--- src/rtl/if_id_skid_pkg.sv ---
// Shared widths, bubble instruction and exception codes for the IF/ID skid register.
package if_id_pkg;
  localparam int          PC_W_DEF     = 32;
  localparam int          INST_W_DEF   = 32;
  localparam logic [31:0] NOP_INST_DEF = 32'h0000_0000;
  localparam int          EXC_W        = 5;
  localparam logic [EXC_W-1:0] EXC_NONE = 5'h00;
  localparam logic [EXC_W-1:0] EXC_ADEL = 5'h04;
endpackage

--- src/rtl/if_id_skid_pipe_slot.sv ---
// One pipeline slot: valid bit plus payload with synchronous reset, clear, load and hold.
module pipe_slot #(
  parameter int           W       = 8,
  parameter logic [W-1:0] CLR_VAL = '0
) (
  input  logic         clk_i,
  input  logic         rst_i,
  input  logic         clr_i,
  input  logic         load_i,
  input  logic         valid_i,
  input  logic [W-1:0] data_i,
  output logic         valid_o,
  output logic [W-1:0] data_o
);
  logic         valid_q, valid_d;
  logic [W-1:0] data_q, data_d;

  always_comb begin
    valid_d = valid_q;
    data_d  = data_q;
    if (clr_i) begin
      valid_d = 1'b0;
      data_d  = CLR_VAL;
    end else if (load_i) begin
      valid_d = valid_i;
      data_d  = data_i;
    end
  end

  always_ff @(posedge clk_i) begin
    if (rst_i) begin
      valid_q <= 1'b0;
      data_q  <= CLR_VAL;
    end else begin
      valid_q <= valid_d;
      data_q  <= data_d;
    end
  end

  assign valid_o = valid_q;
  assign data_o  = data_q;
endmodule

--- src/rtl/if_id_skid.sv ---
// IF/ID pipeline register with valid/ready handshake, one-entry skid slot and flush.
// Define IF_ID_EXCEPT_EN to carry a fetch exception code alongside pc/inst.
module if_id_skid
  import if_id_pkg::*;
#(
  parameter int                PC_W     = PC_W_DEF,
  parameter int                INST_W   = INST_W_DEF,
  parameter logic [INST_W-1:0] NOP_INST = INST_W'(NOP_INST_DEF)
) (
  input  logic              clk,
  input  logic              rst,
  input  logic              if_valid,
  output logic              if_ready,
  input  logic [PC_W-1:0]   if_pc,
  input  logic [INST_W-1:0] if_inst,
`ifdef IF_ID_EXCEPT_EN
  input  logic [EXC_W-1:0]  if_excode,
  output logic [EXC_W-1:0]  id_excode,
`endif
  output logic              id_valid,
  input  logic              id_ready,
  output logic [PC_W-1:0]   id_pc,
  output logic [INST_W-1:0] id_inst,
  input  logic              id_flush
);
`ifdef IF_ID_EXCEPT_EN
  localparam int PW = EXC_W + PC_W + INST_W;
`else
  localparam int PW = PC_W + INST_W;
`endif
  // Bubble payload: zero pc/excode with the NOP in the low bits.
  localparam logic [PW-1:0] BUBBLE = PW'(NOP_INST);

  logic          main_v, skid_v;
  logic [PW-1:0] main_data, skid_data, in_data;
  logic          main_free, acc_in;
  logic          main_vin, skid_load, skid_vin;
  logic [PW-1:0] main_din, skid_din;

`ifdef IF_ID_EXCEPT_EN
  // A faulting fetch must never reach decode as a real instruction.
  assign in_data = {if_excode, if_pc, (if_excode != EXC_NONE) ? NOP_INST : if_inst};
  assign {id_excode, id_pc, id_inst} = main_data;
`else
  assign in_data = {if_pc, if_inst};
  assign {id_pc, id_inst} = main_data;
`endif

  assign if_ready  = !skid_v;
  assign acc_in    = if_valid & !skid_v;
  assign main_free = !main_v | id_ready;

  assign main_vin  = skid_v | acc_in;
  assign main_din  = skid_v ? skid_data : (acc_in ? in_data : BUBBLE);

  // Skid fills on a stalled accept and empties whenever main takes its entry.
  assign skid_load = (!main_free & acc_in) | (main_free & skid_v);
  assign skid_vin  = !main_free;
  assign skid_din  = main_free ? BUBBLE : in_data;

  pipe_slot #(.W(PW), .CLR_VAL(BUBBLE)) u_main (
    .clk_i   (clk),
    .rst_i   (rst),
    .clr_i   (id_flush),
    .load_i  (main_free),
    .valid_i (main_vin),
    .data_i  (main_din),
    .valid_o (main_v),
    .data_o  (main_data)
  );

  pipe_slot #(.W(PW), .CLR_VAL(BUBBLE)) u_skid (
    .clk_i   (clk),
    .rst_i   (rst),
    .clr_i   (id_flush),
    .load_i  (skid_load),
    .valid_i (skid_vin),
    .data_i  (skid_din),
    .valid_o (skid_v),
    .data_o  (skid_data)
  );

  assign id_valid = main_v;
endmodule

--- config.mk ---
export PLATFORM = sky130hd
export DESIGN_NAME = if_id_skid
export DESIGN_NICKNAME = d
export VERILOG_FILES = /design/src/rtl/if_id_skid_pkg.sv /design/src/rtl/if_id_skid_pipe_slot.sv /design/src/rtl/if_id_skid.sv
export SDC_FILE = /design/constraint.sdc
export NUM_CORES = 1
export LEC_CHECK = 0
export ABC_AREA = 1
export CAP_MARGIN = 10
export CORE_ASPECT_RATIO = 0.5
export CORE_MARGIN = 2
export CORE_UTILIZATION = 30
export CTS_CLUSTER_DIAMETER = 40
export DETAILED_ROUTE_END_ITERATION = 10
export SLEW_MARGIN = 20
export SYNTH_ARGS = -nofsm -noshare
export SYNTH_HDL_FRONTEND = slang
export SYNTH_HIERARCHICAL = 1
export SYNTH_SLANG_ARGS = --single-unit
--- constraint.sdc ---
create_clock -name clk -period 3.4 [get_ports clk]
set_input_delay 0.68 -clock clk [delete_from_list [all_inputs] [get_ports clk]]
set_output_delay 0.68 -clock clk [all_outputs]
set_load 0.05 [all_outputs]
# ---- After elaboration in Yosys (flattened, before gate mapping)
# Cells that the tools add are included.
dict set report word_totals {
  ff_bits 130
  in_bits 69
  output_inout_bits 66
  word_cells 17
}
dict set report classes {
  n_mux 3
  n_bitwise 6
  reduce_logical 4
}
# cell n
set ops {}
lappend ops {{64-bit 2-to-1 mux} 3}
lappend ops {{1-bit AND} 3}
lappend ops {{1-bit logical NOT} 3}
lappend ops {{1-bit OR} 3}
lappend ops {{2-bit OR reduction} 1}

# ---- Longest topological paths before layout
dict set report depth {
  word_depth 5
  depth_mapped 10
  depth_no_buf 8
}

# ---- Hierarchy
# The synthesis kept the hierarchy.
# mod n_inst cells_per_inst area_per_inst_um2 seq_area_each_um2
set modules_own_cells {}
lappend modules_own_cells {pipe_slot 2 412 2645.0 1301.2}
lappend modules_own_cells {if_id_skid 1 352 1361.3 0.0}

# ---- Least setup slack after synthesis
# OpenSTA, ideal clock, no wires.
dict set report synth_timing {
  kind {input-to-reg}
  start {in if_valid}
  end {reg u_skid.data_q[16], in the netlist u_skid/data_o[16]}
  setup_ns 0.113
  t_arrival_ns 1.577
  t_required_ns 3.287
  setup_slack_ns 1.710
  cell_stages 10
  path_buffers 3
  path_cell_list {inv_1 nor2_1 buf_4 nand2_1 nand2_1 buf_2 buf_2 nand2_1 nand2_1 nor2_1}
}
dict set report synth_between {
  elab_chain_cells 3
}
# element line_no
set synth_lines {}
lappend synth_lines {{start, declared} if_id_skid.sv:12} ;# input logic if_valid,
lappend synth_lines {{1-bit AND} if_id_skid.sv:50} ;# assign acc_in = if_valid & !skid_v;
lappend synth_lines {{1-bit AND} if_id_skid.sv:57} ;# assign skid_load = (!main_free & acc_in) | (main_free & skid_v);
lappend synth_lines {{1-bit OR} if_id_skid.sv:57}
lappend synth_lines {{named net skid_load} if_id_skid.sv:37} ;# logic main_vin, skid_load, skid_vin;
lappend synth_lines {{end signal, assigned} if_id_skid_pipe_slot.sv:36} ;# data_q <= data_d;
lappend synth_lines {{end, declared} if_id_skid_pipe_slot.sv:16} ;# logic [W-1:0] data_q, data_d;
# The timed path passes the listed nets, and every way through them passes these cells.
# A chain may end at the register's enable or synchronous reset.

# ---- Worst setup path in the final report
dict set report layout_timing {
  start {reg u_skid.valid_q, in the netlist u_skid/valid_o}
  end {out if_ready}
}
dict set report layout_between {
  elab_chain_cells 1
}
# element line_no
set layout_lines {}
lappend layout_lines {{start, declared} if_id_skid_pipe_slot.sv:15} ;# logic valid_q, valid_d;
lappend layout_lines {{start signal, assigned} if_id_skid_pipe_slot.sv:35} ;# valid_q <= valid_d;
lappend layout_lines {{1-bit logical NOT} if_id_skid.sv:49} ;# assign if_ready = !skid_v;
lappend layout_lines {{end, declared} if_id_skid.sv:13} ;# output logic if_ready,
# Every way passes these cells.

==> impl_results.md <==
- Outcome: finished clean
- Post-DP HPWL: 10140 microns
- Root Buffer: clkbuf_16
- CTS buffer count: 17
- Die X: approximately 210 microns
- Area Growth Syn to Fin: 32.00%
- CP Launch Point: u_skid/valid_o
- Final wirelength: about 16000 microns
- Synthesis-stage register bit count: 130
- Row count: 38
- Cells after synthesis: 1176
- Area contributors post-synth: dfxtp_1 39%, nand2_1 26%, nor2_1 19%, inv_1 11%, buf_2 3.1%
- Port bufs: approximately 130
- Die height: approximately 110 microns
- Vias in the first global route: 5510
- Post-synth EDFFs: 0
- RSZ-0062 raised after global routing: no
- Synth async-reset ratio: 0%
- Worst VDD drop: 0.2906 mV
- Clock skew: a little over 0.007 ns
- Clk_lat worst skew: about 0.42 ns
- GRT Resource Usage Total: roughly 14%
- Reg2Reg Depth: 7
- Die Area: 23450 sq um
- WP data arrival: approximately 1.8 ns
- Initial antenna violation count: 0
- Post-DR wirelength/cell: about 10 microns
- Worst reg2reg startpoint: u_main/valid_o
- Pre-antenna DRT Iters: 4
- DR vias: ~6300
- NetSw: 1024 uW
- Initial core utilization: 30.61%
- Post-synth top flop: dfxtp_1
- Clock transition at path regs: around 0.060 ns
- Post-route DRC: 0
- Tcrit/Tclk final: between 70% and 80%
- Filler cells: roughly 2400
- Diodes inserted: 0
- Critical Path End Type: primary output
- Worst hold-check path type: flip-flop to flip-flop
- Leakage power: approximately 0.0043 uW
- Synthesis Warnings: 6
- H-tree depth: 4
- Post-synthesis sequential area ratio: 39.13%
- Final #Nets: roughly 1300
- Slew Viols, Final: 0
- Synth top cells by count: 457 x nand2_1, 328 x nor2_1, 197 x inv_1, 130 x dfxtp_1, 41 x buf_2
- Slew headroom: around 47%
- Net Sw Frac: 25.13%
- First DRT Iteration DRCs: 272
- Setup Total Neg Slack: 0 ns
- CP required: 2.72 ns
- Minimum clock period: 2.504 ns
- Top cell type's share of synthesized area: approximately two fifths
- Total clock sinks: 130
- Hold Buf Count CTS: 0
- Crit path to: if_ready
- Max Clock Freq: approximately 400 MHz
- Distinct cell type count after synthesis: 8
- Post-Syn Area: about 6700 sq um
- Hold Fails Final Rpt: 0
- Resized cells post-CTS: 0
- Global route total overflow: 0
- Clock Power Share: 48.4%
- Area leader, netlist: dfxtp_1
- Reg power frac: roughly 39%
- P_int: slightly above 3000 uW
- Syn Nets: ~1200
- Layout cells sized above 1: 3.421%
- CP Class: flip-flop to primary output
- Core Area: roughly 22000 sq um
- Crit path launch type: flip-flop
- Gpl congestion: between 0.7 and 0.8
- Critical path fanouts, max: 20
- First-pass GRT wire length: approximately 26000 microns
- CTS tree: done
- Final Non-Filler Cells: about 1600
- Logic gate share of total power: around 13%
- Largest net degree at the start of global routing: 159
- Avg Synthesized Cell Area: between 5 and 6 sq um
- Max Buffers Root-to-Sink: 2
- Post-Place Cells: around 1600
- Max_cap viols: 0
- Pwr dens: roughly 460 nW/um^2
- Crit Reg-Reg Endpoint: u_skid/data_o[36]
- Ports: between 100 and 150
- Final setup viols: 0
- Postcts setup bufs: 0
- Routed Antenna Nets: 0
- Most common cell in the synthesized netlist: nand2_1
- Vias per cell: roughly 4.0
- Worst reg-to-reg setup slack: 1.56 ns
- Worst Tran Pin Value: roughly 0.80 ns
[cells in the final DEF, fill, tap and decap left out, drive strengths merged]
| cell type | n |
|---|---|
| dfxtp | 130 |
| clkdlybuf4s50 | 134 |
| clkinvlp | 2 |
| nor2 | 328 |
| clkbuf | 22 |
| bufinv | 4 |
| clkinv | 4 |
| buf | 7 |
| inv | 198 |
| nand2 | 457 |
[per-stage QoR]
stage | setup slack, ns | util [%] | hold slack (ns) | area, sq um | total power, uW
5_1_grt | 0.7995 | 40.41 | 0.4893 | 8780 | 4275
2_1_floorplan | 1.710 | - | 0.4493 | 6651 | 1955
4_1_cts | 0.8480 | 40.41 | 0.4688 | 8780 | 4139
3_3_place_gp | 0.7431 | 37.51 | 0.4578 | 8150 | 2134
3_5_place_dp | 0.6977 | 37.51 | 0.4620 | 8150 | 2140
6_report | 0.8958 | 40.41 | 0.4679 | 8780 | 4073
[flip-flops by register name (all words and copies together), names as in the netlist]
register and flops:
u_skid/valid_o 1, u_skid/data_o 64, u_main/data_o 64, u_main/valid_o 1
[how the worst min path moves through the flow]
stage	startpoint	endpoint	slack (ns)	cells after the start
global route	u_skid/data_o[56]	u_skid/data_o[56]	0.49	2
finish	u_skid/data_o[23]	u_skid/data_o[23]	0.47	2
global placement	u_skid/data_o[51]	u_skid/data_o[51]	0.46	2
floorplan	u_skid/data_o[0]	u_skid/data_o[0]	0.45	2
CTS	u_main/data_o[3]	u_main/data_o[3]	0.47	2
detailed placement	u_skid/data_o[23]	u_skid/data_o[23]	0.46	2
[power groups by stage]
stage / logic [uW] / registers [uW] / clock network, uW
5_1_grt: 581 / 1590 / 2110
3_5_place_dp: 523 / 1620 / 0
6_report: 519 / 1580 / 1970
3_3_place_gp: 518 / 1620 / 0
4_1_cts: 525 / 1580 / 2030
2_1_floorplan: 246 / 1710 / 0
[worst max-delay path: stages (launching register included)]
cell	delay, ns
dfxtp_2	0.62
inv_2	0.06
clkdlybuf4s50_1	0.71
[cell families after synthesis]
group / count (synthesis) / share of synthesized area (%)
buffers and inverters: 261 / 16.57
flip-flops: 130 / 39.13
AND/OR/NAND/NOR: 785 / 44.30
[final cells by class]
class,count,area [sq um],share of cell area (%)
sequential,130,2604,29.66
clock inverter,10,155.1,1.767
timing repair buffer,141,1444,16.45
multi-input combinational,785,2984,33.99
clock buffer,22,474.2,5.401
tap,300,375.4,4.275
inverter,198,743.2,8.465
[per-layer routing]
layer  vias up  GRT usage (%)  share of wire [%]
li1       3483              -                  -
met1      2727          17.58                 50
met2        56          23.24                 46
met3        13          3.264                2.5
met4         0          4.018               0.93
met5         -              0                  0
Power figures use the tool's default switching activity.
